--- config.mk ---
export PLATFORM = sky130hd
export DESIGN_NAME = uart_tx_port
export DESIGN_NICKNAME = d
export VERILOG_FILES = /design/src/rtl/uart_tx_port.sv
export SDC_FILE = /design/constraint.sdc
export NUM_CORES = 1
export LEC_CHECK = 0
export CORE_UTILIZATION = 50
export CTS_BUF_LIST = sky130_fd_sc_hd__clkbuf_16
export CTS_CLUSTER_SIZE = 25
export DETAILED_ROUTE_END_ITERATION = 10
export DONT_BUFFER_PORTS = 1
export PLACE_DENSITY = 0.68
export SLEW_MARGIN = 15
export SYNTH_ARGS = -nofsm -noshare
export SYNTH_HDL_FRONTEND = slang
export SYNTH_SLANG_ARGS = --single-unit
--- constraint.sdc ---
create_clock -name clk -period 2.5 [get_ports clk]
set_input_delay 0.375 -clock clk [delete_from_list [all_inputs] [get_ports clk]]
set_output_delay 0.375 -clock clk [all_outputs]
set_load 0.02 [all_outputs]
--- src/rtl/uart_tx_port.sv ---
// uart_tx_port: bus-mapped UART transmitter (FIFO + 8N1 serialiser); define UART_TX_PARITY_EN to add an even-parity bit
module uart_tx_port #(
  parameter int BITS = 32,
  parameter logic [BITS-1:0] BASE = 32'hF0000030,
  parameter logic [BITS-1:0] CTRL_BASE = 32'hF0000130,
  parameter int CLK_PER_BIT = 217,
  parameter int FIFO_DEPTH_LOG2 = 3
) (
  input  logic            clk,
  input  logic            reset,
  input  logic            we,
  input  logic            re,
  input  logic [BITS-1:0] memAddr,
  input  logic [BITS-1:0] dataBusIn,
  output logic [BITS-1:0] dataBusOut,
  output logic            tx,
  output logic            inta_ready
);
  localparam int DEPTH = 2 ** FIFO_DEPTH_LOG2;
  localparam int AW = FIFO_DEPTH_LOG2;
  localparam int CNTW = FIFO_DEPTH_LOG2 + 1;
  localparam int CW = $clog2(CLK_PER_BIT + 1);
  localparam logic [CW-1:0] TC = CW'(CLK_PER_BIT - 1);
  localparam logic [2:0] S_IDLE = 3'd0, S_START = 3'd1, S_DATA = 3'd2, S_PAR = 3'd3, S_STOP = 3'd4;
`ifdef UART_TX_PARITY_EN
  localparam logic [2:0] S_POST = S_PAR;
  localparam logic PAR_EN = 1'b1;
`else
  localparam logic [2:0] S_POST = S_STOP;
  localparam logic PAR_EN = 1'b0;
`endif
  logic [7:0] mem_q [DEPTH];
  logic [AW-1:0] head_q, tail_q;
  logic [CNTW-1:0] count_q;
  logic [2:0] state_q, state_d, bit_q, bit_d;
  logic [CW-1:0] baud_q, baud_d;
  logic [7:0] shift_q, shift_d;
  logic tx_q, tx_d, par_q, ie_q, ovf_q, inta_q;
  logic wr_data, wr_ctrl, rd, full, push, pop, tc, busy, unused_bits;

  assign wr_data = we && memAddr == BASE;
  assign wr_ctrl = we && memAddr == CTRL_BASE;
  assign rd = re && !we;
  assign full = count_q == CNTW'(DEPTH);
  assign push = wr_data && !full;
  assign pop = state_q == S_IDLE && count_q != '0;
  assign tc = baud_q == TC;
  assign busy = state_q != S_IDLE || count_q != '0;
  assign unused_bits = ^dataBusIn[BITS-1:9];

  assign dataBusOut = (rd && memAddr == BASE) ? BITS'(count_q) :
                      (rd && memAddr == CTRL_BASE) ? BITS'({ie_q, 3'b000, PAR_EN, !busy, ovf_q, busy, !full}) : '0;
  assign tx = tx_q;
  assign inta_ready = inta_q;

  // Baud counter only runs while a frame is on the line; each slot advances on terminal count.
  assign baud_d = (state_q == S_IDLE || tc) ? '0 : baud_q + CW'(1);
  assign shift_d = pop ? mem_q[head_q] : (state_q == S_DATA && tc) ? shift_q >> 1 : shift_q;
  assign bit_d = pop ? '0 : (state_q == S_DATA && tc) ? bit_q + 3'd1 : bit_q;
  assign state_d = pop ? S_START :
                   (!tc || state_q == S_IDLE) ? state_q :
                   state_q == S_START ? S_DATA :
                   state_q == S_DATA ? (bit_q == 3'd7 ? S_POST : S_DATA) :
                   state_q == S_PAR ? S_STOP : S_IDLE;
  // tx is registered from the current state, so the line lags the FSM by one clock.
  assign tx_d = state_q == S_START ? 1'b0 :
                state_q == S_DATA ? shift_q[0] :
                state_q == S_PAR ? par_q : 1'b1;

`ifdef UART_TX_PARITY_EN
  always_ff @(posedge clk or negedge reset)
    if (!reset) par_q <= 1'b0;
    else if (pop) par_q <= ^mem_q[head_q];
`else
  assign par_q = 1'b0;
`endif

  always_ff @(posedge clk)
    if (push) mem_q[tail_q] <= dataBusIn[7:0];

  always_ff @(posedge clk or negedge reset) begin
    if (!reset) begin
      head_q <= '0;
      tail_q <= '0;
      count_q <= '0;
      state_q <= S_IDLE;
      bit_q <= '0;
      baud_q <= '0;
      shift_q <= '0;
      tx_q <= 1'b1;
      ie_q <= 1'b0;
      ovf_q <= 1'b0;
      inta_q <= 1'b0;
    end else begin
      head_q <= head_q + AW'(pop);
      tail_q <= tail_q + AW'(push);
      count_q <= count_q + CNTW'(push) - CNTW'(pop);
      state_q <= state_d;
      bit_q <= bit_d;
      baud_q <= baud_d;
      shift_q <= shift_d;
      tx_q <= tx_d;
      inta_q <= ie_q && !busy;
      if (wr_ctrl) begin
        ie_q <= dataBusIn[8];
        if (!dataBusIn[2]) ovf_q <= 1'b0;
      end else if (wr_data && full) begin
        ovf_q <= 1'b1;
      end
    end
  end
endmodule

==> results.yml, run 1 <==
status:
  status: "finished, violations left"
  violations: "design-rule violations"
worst_setup_path:
  crit_required_ps: 2120
  crit_fanout: 6
  critical_path_class: "reg2out"
  r2r-start: "state_q[1]"
  slowest_stage: "or3_1"
  worstRegToRegCells: 8
  timing.rr.end: "count_q[2]"
  arrival_ps: 1980
  start_kind: "flop"
  crit_chain: "or3_1 > nor4b_4 > nand2_1 > a21boi_0 > buf_4"
  endpoint_kind: "output pin"
  rrSetupSlack_ps: 170
  cp_slowest_stage_delay_ps: 480
detailed_routing:
  vias: 2389
  drt_iter0_markers: 92
  drc: 12
  viasPerCell: 5.556
  ant_nets: 0
  totalWireLength_mm: 7.393
  wl_per_cell_um: 17.19
  drtPass1Iterations: 7
global_routing:
  track_usage_pct: 16.90
  gr-total-overflow: 0
  grt_start_max_net_pins: 37
  grt_pass1_vias: 2340
  grt_pass1_wl_mm: 11.99
  antenna_found_initial: 0
die:
  die-area_um2: 9550
  ios: 102
  rows: 34
  core-area_um2: 8806
  die_w_um: 97.73
  die_h_um: 97.73
  start_util_pct: 52.03
synth:
  synthFlopType: "edfxtp_1"
  synth_most_common_cell: "edfxtp_1"
  ys.warnings.count: 0
  synth_edf_count: 64
  ys_top_cells_by_area: "edfxtp_1 (42%), dfrtp_1 (19%), mux4_2 (7.9%)"
  synth_top_area_share_pct: 41.94
  synth.distinct_cells: 48
  ys_top_cells_by_count: "edfxtp_1 (64), dfrtp_1 (35), buf_4 (29), mux2i_1 (24), mux4_2 (16)"
  synth_area_um2: 4582
  ys_ff_latch: 100
  avgSynthCellArea_um2: 15.22
  async_flop_share_pct: 36.00
  synth-seq-area-share_pct: 61.63
  yosysTopAreaCell: "edfxtp_1"
  postSynthCellCount: 301
timing:
  relSlewSlack_pct: 51.01
  period_minus_slack_ps: 2358
  rsz0062_at_grt: "no"
  tightestPinTransition_ps: 734.9
  setup_violations: 0
  fin_skew_ps: 9.784
  hold_viol: 0
  clock.fmax_mhz: 424.1
  fin_tns_setup_ps: 0
  drv_slew: 0
  fin_crit_sh_pct: 94.31
  setup_slack_ps: 142.2
  timing.hold.ws_ps: 117.4
place:
  hpwl_mm: 4.875
  io_buffers: 0
  globalplace.congestion: 0.8070
  place_ws_ps: 68.91
  dp.cells: 412
min_path:
  hold_start: "memAddr[8]"
  hold_path_end: "ovf_q"
  hold_depth: 1
  hold_path.class: "in2reg"
layout:
  drive_above_1_share_pct: 17.08
  antenna_cells: 0
  areaGrowthSynthToFinish_pct: 10.05
  nets: 400
  final_cell_count_no_fill: 430
power:
  p_leak_uw: 0.001967
  powerDensity_nw_per_um2: 668.1
  total_power_uw: 3369
  ir_worst_vdd_mv: 0.4147
clock_network:
  cts_tree: "built"
  cts_inserted_buffers: 9
  h-tree-depth: 3
  clk_pin_slew_ps: 70
  post_cts.repair.setup_buffers: 0
  clk_latency_ps: 350
  cts_sinks: 100
  clock_tree.buffer_depth: 2
  ctsRootBufferMaster: "clkbuf_16"
flow_run:
  drv_cap: 0
==> critical path: cells and delay by family, from the launching register on <==
| family | cells | cell delay (ps) |
|---|---|---|
| and+or+nand+nor | 3 | 880 |
| buffers and inverters | 1 | 170 |
| DFF | 1 | 430 |
| AOI/OAI and AO/OA | 1 | 170 |
==> what timing repair did <==
action                                  in CTS  in global routing
endpoints found under the setup margin       1                  1
resized for setup                            1                  1
hold buffers                                 2                  0
endpoints found under the hold margin       36                  0
pin swaps                                    0                  0
==> cell families (layout without fill, tap and decap cells) <==
family | Yosys count | in the layout | synth area share [%]
multiplexers | 42 | 42 | 13.60
flip-flops | 100 | 100 | 61.63
AND/OR/NAND/NOR | 67 | 67 | 9.312
XOR/XNOR | 10 | 10 | 1.912
other | 1 | 27 | 0.08184
adder cells (fa/ha/maj) | 15 | 15 | 4.260
buffers and inverters | 49 | 44 | 6.608
AO/OA/AOI/OAI | 17 | 17 | 2.594
==> flip-flops by register name, summed over array words and instances, names as in the netlist <==
signal      flops
baud_q          8
ovf_q           1
bit_q           3
tail_q          3
ie_q            1
tx              1
state_q         3
head_q          3
count_q         4
shift_q         8
mem_q          64
inta_ready      1
==> power breakdown <==
group | leakage [uW] | switching, uW | internal, uW
Clock | 0.000166 | 645 | 903
Combinational | 0.000782 | 50.7 | 8.46
Sequential | 0.00102 | 0.000453 | 1760
==> layer usage <==
layer / GRT usage, % / up-vias / routed length, um
met3: 4.604 / 9 / 273
li1: - / 1113 / -
met1: 21.76 / 1219 / 3177
met2: 27.77 / 48 / 3840
met4: 5.944 / 0 / 102
met5: 0 / - / 0
==> stage by stage <==
| step | util, % | area [um2] |
|---|---|---|
| final | 57.26 | 5042 |
| after global routing | 57.26 | 5042 |
| after CTS | 57.16 | 5034 |
| after detailed placement | 52.90 | 4658 |
| after global placement | 52.90 | 4658 |
| after floorplan | - | 4679 |
==> cell type report <==
type	instances	area, um2
multi-input cells	178	1568
inverters	13	48.80
flip-flops and latches	100	2824
clock buffers	9	225.2
clock inverters	7	113.9
well taps	108	135.1
fillers	689	3764
repair buffers	15	127.6
==> how the worst max path moves through the flow <==
| stage | slack, ps | to | from | cells after the start |
|---|---|---|---|---|
| after floorplan | -50 | mem_q[4][0] | memAddr[18] | 4 |
| final | 140 | dataBusOut[3] | state_q[1] | 5 |
| after CTS | 90 | dataBusOut[3] | state_q[1] | 5 |
| after detailed placement | 70 | count_q[2] | memAddr[18] | 9 |
| after global placement | 160 | count_q[2] | memAddr[18] | 9 |
| after global routing | 20 | dataBusOut[3] | state_q[0] | 5 |
==> layout by cell type, fill, tap and decap left out, drive strengths merged, types with 7 or more instances in the layout <==
cell,synthesis,layout
edfxtp,64,64
dfrtp,35,35
conb,1,27
mux2i,24,24
inv,13,17
mux4,16,16
ha,14,14
buf,33,14
nor2,10,10
clkbuf,3,9
nand2,8,8
nor3,8,8
xor2,7,7
No activity file was read; power rests on OpenSTA's default activity.
==> run 2: changes to the inputs <==
Settings changed: MAX_ROUTING_LAYER set to met4.
==> run 2 against run 1 <==
  * Total power about the same
  * Fmax fell by 0.20%
  * The flow still finishes with violations (design-rule violations)
  * Largest cell class unchanged
  * Utilization did not move
  * Sequential share of layout area stayed put
  * Critical endpoint unchanged
  * Register-to-register slack barely moved
  * Clock-buffer cell count is the same
  * Critical path type unchanged
==> results.yml, run 2 (same netlist as run 1, synthesis figures left out) <==
place:
  hpwl_mm: 4.875
  io_buffers: 0
  globalplace.congestion: 0.8188
  place_ws_ps: 68.91
  placed_area_um2: 4658
worst_setup_path:
  crit_required_ps: 2120
  critical_path_class: "reg2out"
  arrival_ps: 1990
  endpoint_kind: "output pin"
  crit_fanout: 6
  start_kind: "flop"
timing:
  tightestPinTransition_ps: 736.6
  fin_crit_sh_pct: 94.50
  timing.hold.ws_ps: 117.9
  setup_violations: 0
  hold_viol: 0
  relSlewSlack_pct: 50.89
  drv_slew: 0
  rsz0062_at_grt: "no"
  period_minus_slack_ps: 2363
  setup_slack_ps: 137.4
  clock.fmax_mhz: 423.3
  fin_skew_ps: 10.00
clock_network:
  ctsRootBufferMaster: "clkbuf_16"
  cts_sinks: 100
  clk_pin_slew_ps: 70
  clock_tree.buffer_depth: 2
  h-tree-depth: 3
  cts_tree: "built"
  clk_latency_ps: 350
  cts_inserted_buffers: 9
detailed_routing:
  drtPass1Iterations: 7
  totalWireLength_mm: 7.404
  ant_nets: 0
  wl_per_cell_um: 17.22
  viasPerCell: 5.514
  drc: 12
  vias: 2371
  drt_iter0_markers: 80
die:
  die_w_um: 97.73
  core-area_um2: 8806
  rows: 34
  start_util_pct: 52.03
  ios: 102
  die-area_um2: 9550
  die_h_um: 97.73
global_routing:
  grt_start_max_net_pins: 37
  track_usage_pct: 17.44
  antenna_found_initial: 0
  gr-total-overflow: 0
  grt_pass1_wl_mm: 11.99
  grt_pass1_vias: 2350
layout:
  layout_common_cells: "edfxtp_1 (64), dfrtp_1 (35), conb_1 (27)"
  fin_area_um2: 5042
  drive_above_1_share_pct: 17.08
  final_core_util_pct: 57.26
  antenna_cells: 0
  regMostFlops: "mem_q"
  final_common_cell: "edfxtp_1"
  fillers: 689
  largest_register_ffs: 64
  areaGrowthSynthToFinish_pct: 10.05
  reg.largest.list: "mem_q (64), baud_q (8), shift_q (8)"
  nets: 400
power:
  p_leak_uw: 0.001967
  ir_worst_vdd_mv: 0.4158
  powerDensity_nw_per_um2: 668.1
  total_power_uw: 3369
status:
  status: "finished, violations left"
  violations: "design-rule violations"
flow_run:
  drv_cap: 0
min_path:
  hold_path.class: "in2reg"
## run 2: per-stage QoR
| step | TNS [ps] | std cells |
|---|---|---|
| floorplan | -751.1 | 327 |
| global placement | 0 | 412 |
| detailed placement | 0 | 412 |
| CTS | 0 | 430 |
| global route | 0 | 430 |
| finish | 0 | 430 |
## run 2: worst paths after layout
check | from | end | slack [ps] | depth (start not counted)
min in group asynchronous | reset | tail_q[2] | 520 | 2
max in group asynchronous | reset | tx | 1730 | 2
worst min register to register | baud_q[0] | baud_q[0] | 510 | 1
worst max register to register | state_q[1] | count_q[2] | 160 | 8
worst max-delay path | state_q[1] | dataBusOut[3] | 140 | 5
worst min-delay path | dataBusIn[6] | mem_q[6][6] | 120 | 0
## run 2: area by class of cell
class	instances	area, um2	share of cell area (%)
Inverter	13	48.80	0.9677
Clock buffer	9	225.2	4.466
Timing Repair Buffer	15	127.6	2.531
Tap cell	108	135.1	2.680
Clock inverter	7	113.9	2.258
Multi-Input combinational cell	178	1568	31.09
Sequential cell	100	2824	56.00
## run 2: power by group
part	switching [uW]	internal, uW	leakage [uW]
Sequential	0.000434	1760	0.00102
Combinational	50.7	8.45	0.000782
Clock	645	903	0.000166
## run 2: worst max-delay path: stages, from the launching register on
cell and delay, ps:
dfrtp_1 430, or3_1 480, nor4b_4 300, nand2_1 100, a21boi_0 170, buf_4 170
## run 2: routing by layer
layer / part of all wire [%] / GRT usage, % / vias up
li1: - / - / 1113
met1: 44 / 21.96 / 1199
met2: 52 / 27.66 / 51
met3: 3.6 / 5.108 / 8
met4: 0.89 / 4.895 / 0
met5: 0 / - / -
## run 2: what timing repair did
action                                 4_1_cts  5_1_grt
gates resized for setup                      1        1
endpoints found under the hold margin       36        0
buffers inserted                             0        0
setup endpoints to repair                    1        1
hold buffers                                 2        0
==> run 3: changes to the inputs <==
Settings changed: ABC_AREA set to 1.
==> run 3 against run 2 <==
  * Synthesized area rose by 4.9%
  * Fmax is 6.0% higher
  * Clock skew down 3.7 ps
  * Sequential share of layout area shrank 1.4 points
  * Clock power down 17%
  * Largest power group unchanged
  * Die area up 4.8%
  * Utilization decreased by 1.6 points
  * Total power fell by 7.8%
  * Synthesized cell count is 57% higher
  * Setup slack improved by 130 ps
  * The run now ends clean
==> results.yml, run 3 <==
layout:
  antenna_cells: 0
  largest_register_ffs: 64
  fillers: 795
  layout_common_cells: "nor2_1 (89), nand2_1 (70), edfxtp_1 (64)"
  final_cell_count_no_fill: 617
  nets: 567
  reg.largest.list: "mem_q (64), baud_q (8), shift_q (8)"
  final_common_cell: "nor2_1"
  drive_above_1_share_pct: 11.07
  final_core_util_pct: 55.70
  areaGrowthSynthToFinish_pct: 7.630
  regMostFlops: "mem_q"
worst_setup_path:
  crit_fanout: 10
  endpoint_kind: "flop"
  timing.rr.end: "count_q[2]"
  crit_required_ps: 2730
  critical_path_class: "reg2reg"
  worstRegToRegCells: 11
  start_kind: "flop"
  r2r-start: "count_q[2]"
  arrival_ps: 2460
  rrSetupSlack_ps: 270
power:
  powerDensity_nw_per_um2: 600.4
  p_leak_uw: 0.002042
  p_sw_uw: 654.6
  p_sw_share_pct: 21.08
  comb_power_share_pct: 2.1
  ir_worst_vdd_mv: 0.5332
  intPower_uw: 2450
  pwr-share-clk_pct: 41.2
  p_seq_share_pct: 56.7
min_path:
  hold_depth: 0
  hold_start: "dataBusIn[5]"
  hold_path.class: "in2reg"
  hold_path_end: "mem_q[6][5]"
synth:
  avgSynthCellArea_um2: 10.14
  ys_ff_latch: 100
  async_flop_share_pct: 36.00
  synth_top_area_share_pct: 40.00
  synth_area_um2: 4805
  postSynthCellCount: 474
  synth-seq-area-share_pct: 58.78
  ys_top_cells_by_count: "nor2_1 (89), nand2_1 (70), edfxtp_1 (64), nand3_1 (40), dfrtp_1 (35)"
  synthFlopType: "edfxtp_1"
  yosysTopAreaCell: "edfxtp_1"
  ys_top_cells_by_area: "edfxtp_1 (40%), dfrtp_1 (18%), nor2_1 (7.0%)"
  synth_edf_count: 64
  synth_most_common_cell: "nor2_1"
  ys.warnings.count: 0
  synth.distinct_cells: 34
clock_network:
  cts_sinks: 100
  clock_tree.buffer_depth: 2
  cts_inserted_buffers: 9
  cts_tree: "built"
  ctsRootBufferMaster: "clkbuf_16"
  clk_latency_ps: 340
  h-tree-depth: 3
  clk_pin_slew_ps: 70
die:
  die_h_um: 100.0
  rows: 35
  core-area_um2: 9284
  ios: 102
  die_w_um: 100.0
  die-area_um2: 10010
  start_util_pct: 51.75
detailed_routing:
  totalWireLength_mm: 8.681
  wl_per_cell_um: 14.07
  vias: 3085
  drt-met1-wl_mm: 3.708
  dr_wl_met2_mm: 4.500
  top_layer: "met4"
  drc: 0
  viasPerCell: 5.000
  ant_nets: 0
  drt_iter0_markers: 208
  drtPass1Iterations: 4
  met3_length_um: 398
timing:
  setup_violations: 0
  hold_viol: 0
  rsz0062_at_grt: "no"
  clock.fmax_mhz: 448.6
  fin_crit_sh_pct: 89.17
  fin_tns_setup_ps: 0
  fin_skew_ps: 6.324
  tightestPinTransition_ps: 594.2
  timing.hold.ws_ps: 127.8
  period_minus_slack_ps: 2229
  setup_slack_ps: 270.8
  drv_slew: 0
  relSlewSlack_pct: 60.38
flow_run:
  drv_cap: 0
global_routing:
  gr-total-overflow: 0
  grt_pass1_wl_mm: 14.33
  grt_pass1_vias: 3054
  track_usage_pct: 19.45
  antenna_found_initial: 0
  grt_start_max_net_pins: 37
place:
  place_ws_ps: 285.5
  io_buffers: 0
  globalplace.congestion: 0.7498
  hpwl_mm: 5.833
  dp.cells: 600
status:
  status: "finished, final reports clean"
-- run 3: worst max path at each step --
stage                             to  cells after the start  slack (ps)         from
after global routing      count_q[2]                     11         110   count_q[3]
after floorplan           count_q[2]                     12         370  memAddr[23]
after detailed placement  count_q[2]                     11         290   count_q[2]
final                     count_q[2]                     11         270   count_q[2]
after global placement    count_q[2]                     11         330   count_q[2]
after CTS                 count_q[2]                     11         270   count_q[2]
-- run 3: metal layers --
layer / vias up / GRT usage [%]
met5: - / -
met4: 0 / 5.797
met3: 5 / 4.109
met2: 71 / 34.16
met1: 1467 / 22.51
li1: 1542 / -
-- run 3: stage by stage --
stage,area (um2),power (uW)
4_1_cts,5171,3135
2_1_floorplan,4902,1877
3_3_place_gp,4867,1843
3_5_place_dp,4867,1844
5_1_grt,5171,3199
6_report,5171,3105
-- run 3: cell type report --
cell class	count	area [um2]	area share (%)
timing repair buffer	14	120.1	2.323
inverter	36	135.1	2.613
tap	129	161.4	3.121
clock inverter	6	48.80	0.9436
clock buffer	9	225.2	4.355
multi-input combinational	323	1657	32.03
sequential	100	2824	54.61
-- run 3: logic make-up (layout without fill, tap and decap cells) --
logic type	Yosys count	count (layout)	share of synthesized area (%)
multiplexers	1	1	0.2083
XOR/XNOR	5	5	0.9116
other	1	27	0.07805
flip-flops	100	100	58.78
buffers and inverters	77	65	8.776
AND/OR/NAND/NOR	222	222	20.96
AO/OA/AOI/OAI	53	53	6.224
adder cells (fa/ha/maj)	15	15	4.063
-- run 3: critical path, cell delays in order, from the launching register on --
cell     delay (ps)
dfrtp_1         340
inv_1            80
ha_1            200
nand3_1         120
nand4_2         110
inv_2           220
ha_1            280
inv_1            60
ha_1            160
inv_1            60
fa_1            370
xnor2_1         130
-- run 3: power groups by stage --
stage / clock network [uW] / registers [uW] / logic [uW]
after floorplan: 0 / 1800 / 80.1
after global placement: 0 / 1800 / 46.6
after detailed placement: 0 / 1800 / 47.3
after CTS: 1310 / 1760 / 64.4
after global routing: 1370 / 1760 / 73.3
final: 1280 / 1760 / 63.8
-- run 3: what timing repair did --
action,in CTS,in global routing
gates resized for setup,0,0
endpoints found under the setup margin,0,0
hold buffers,2,0
hold endpoints to repair,36,0
buffers inserted,0,0
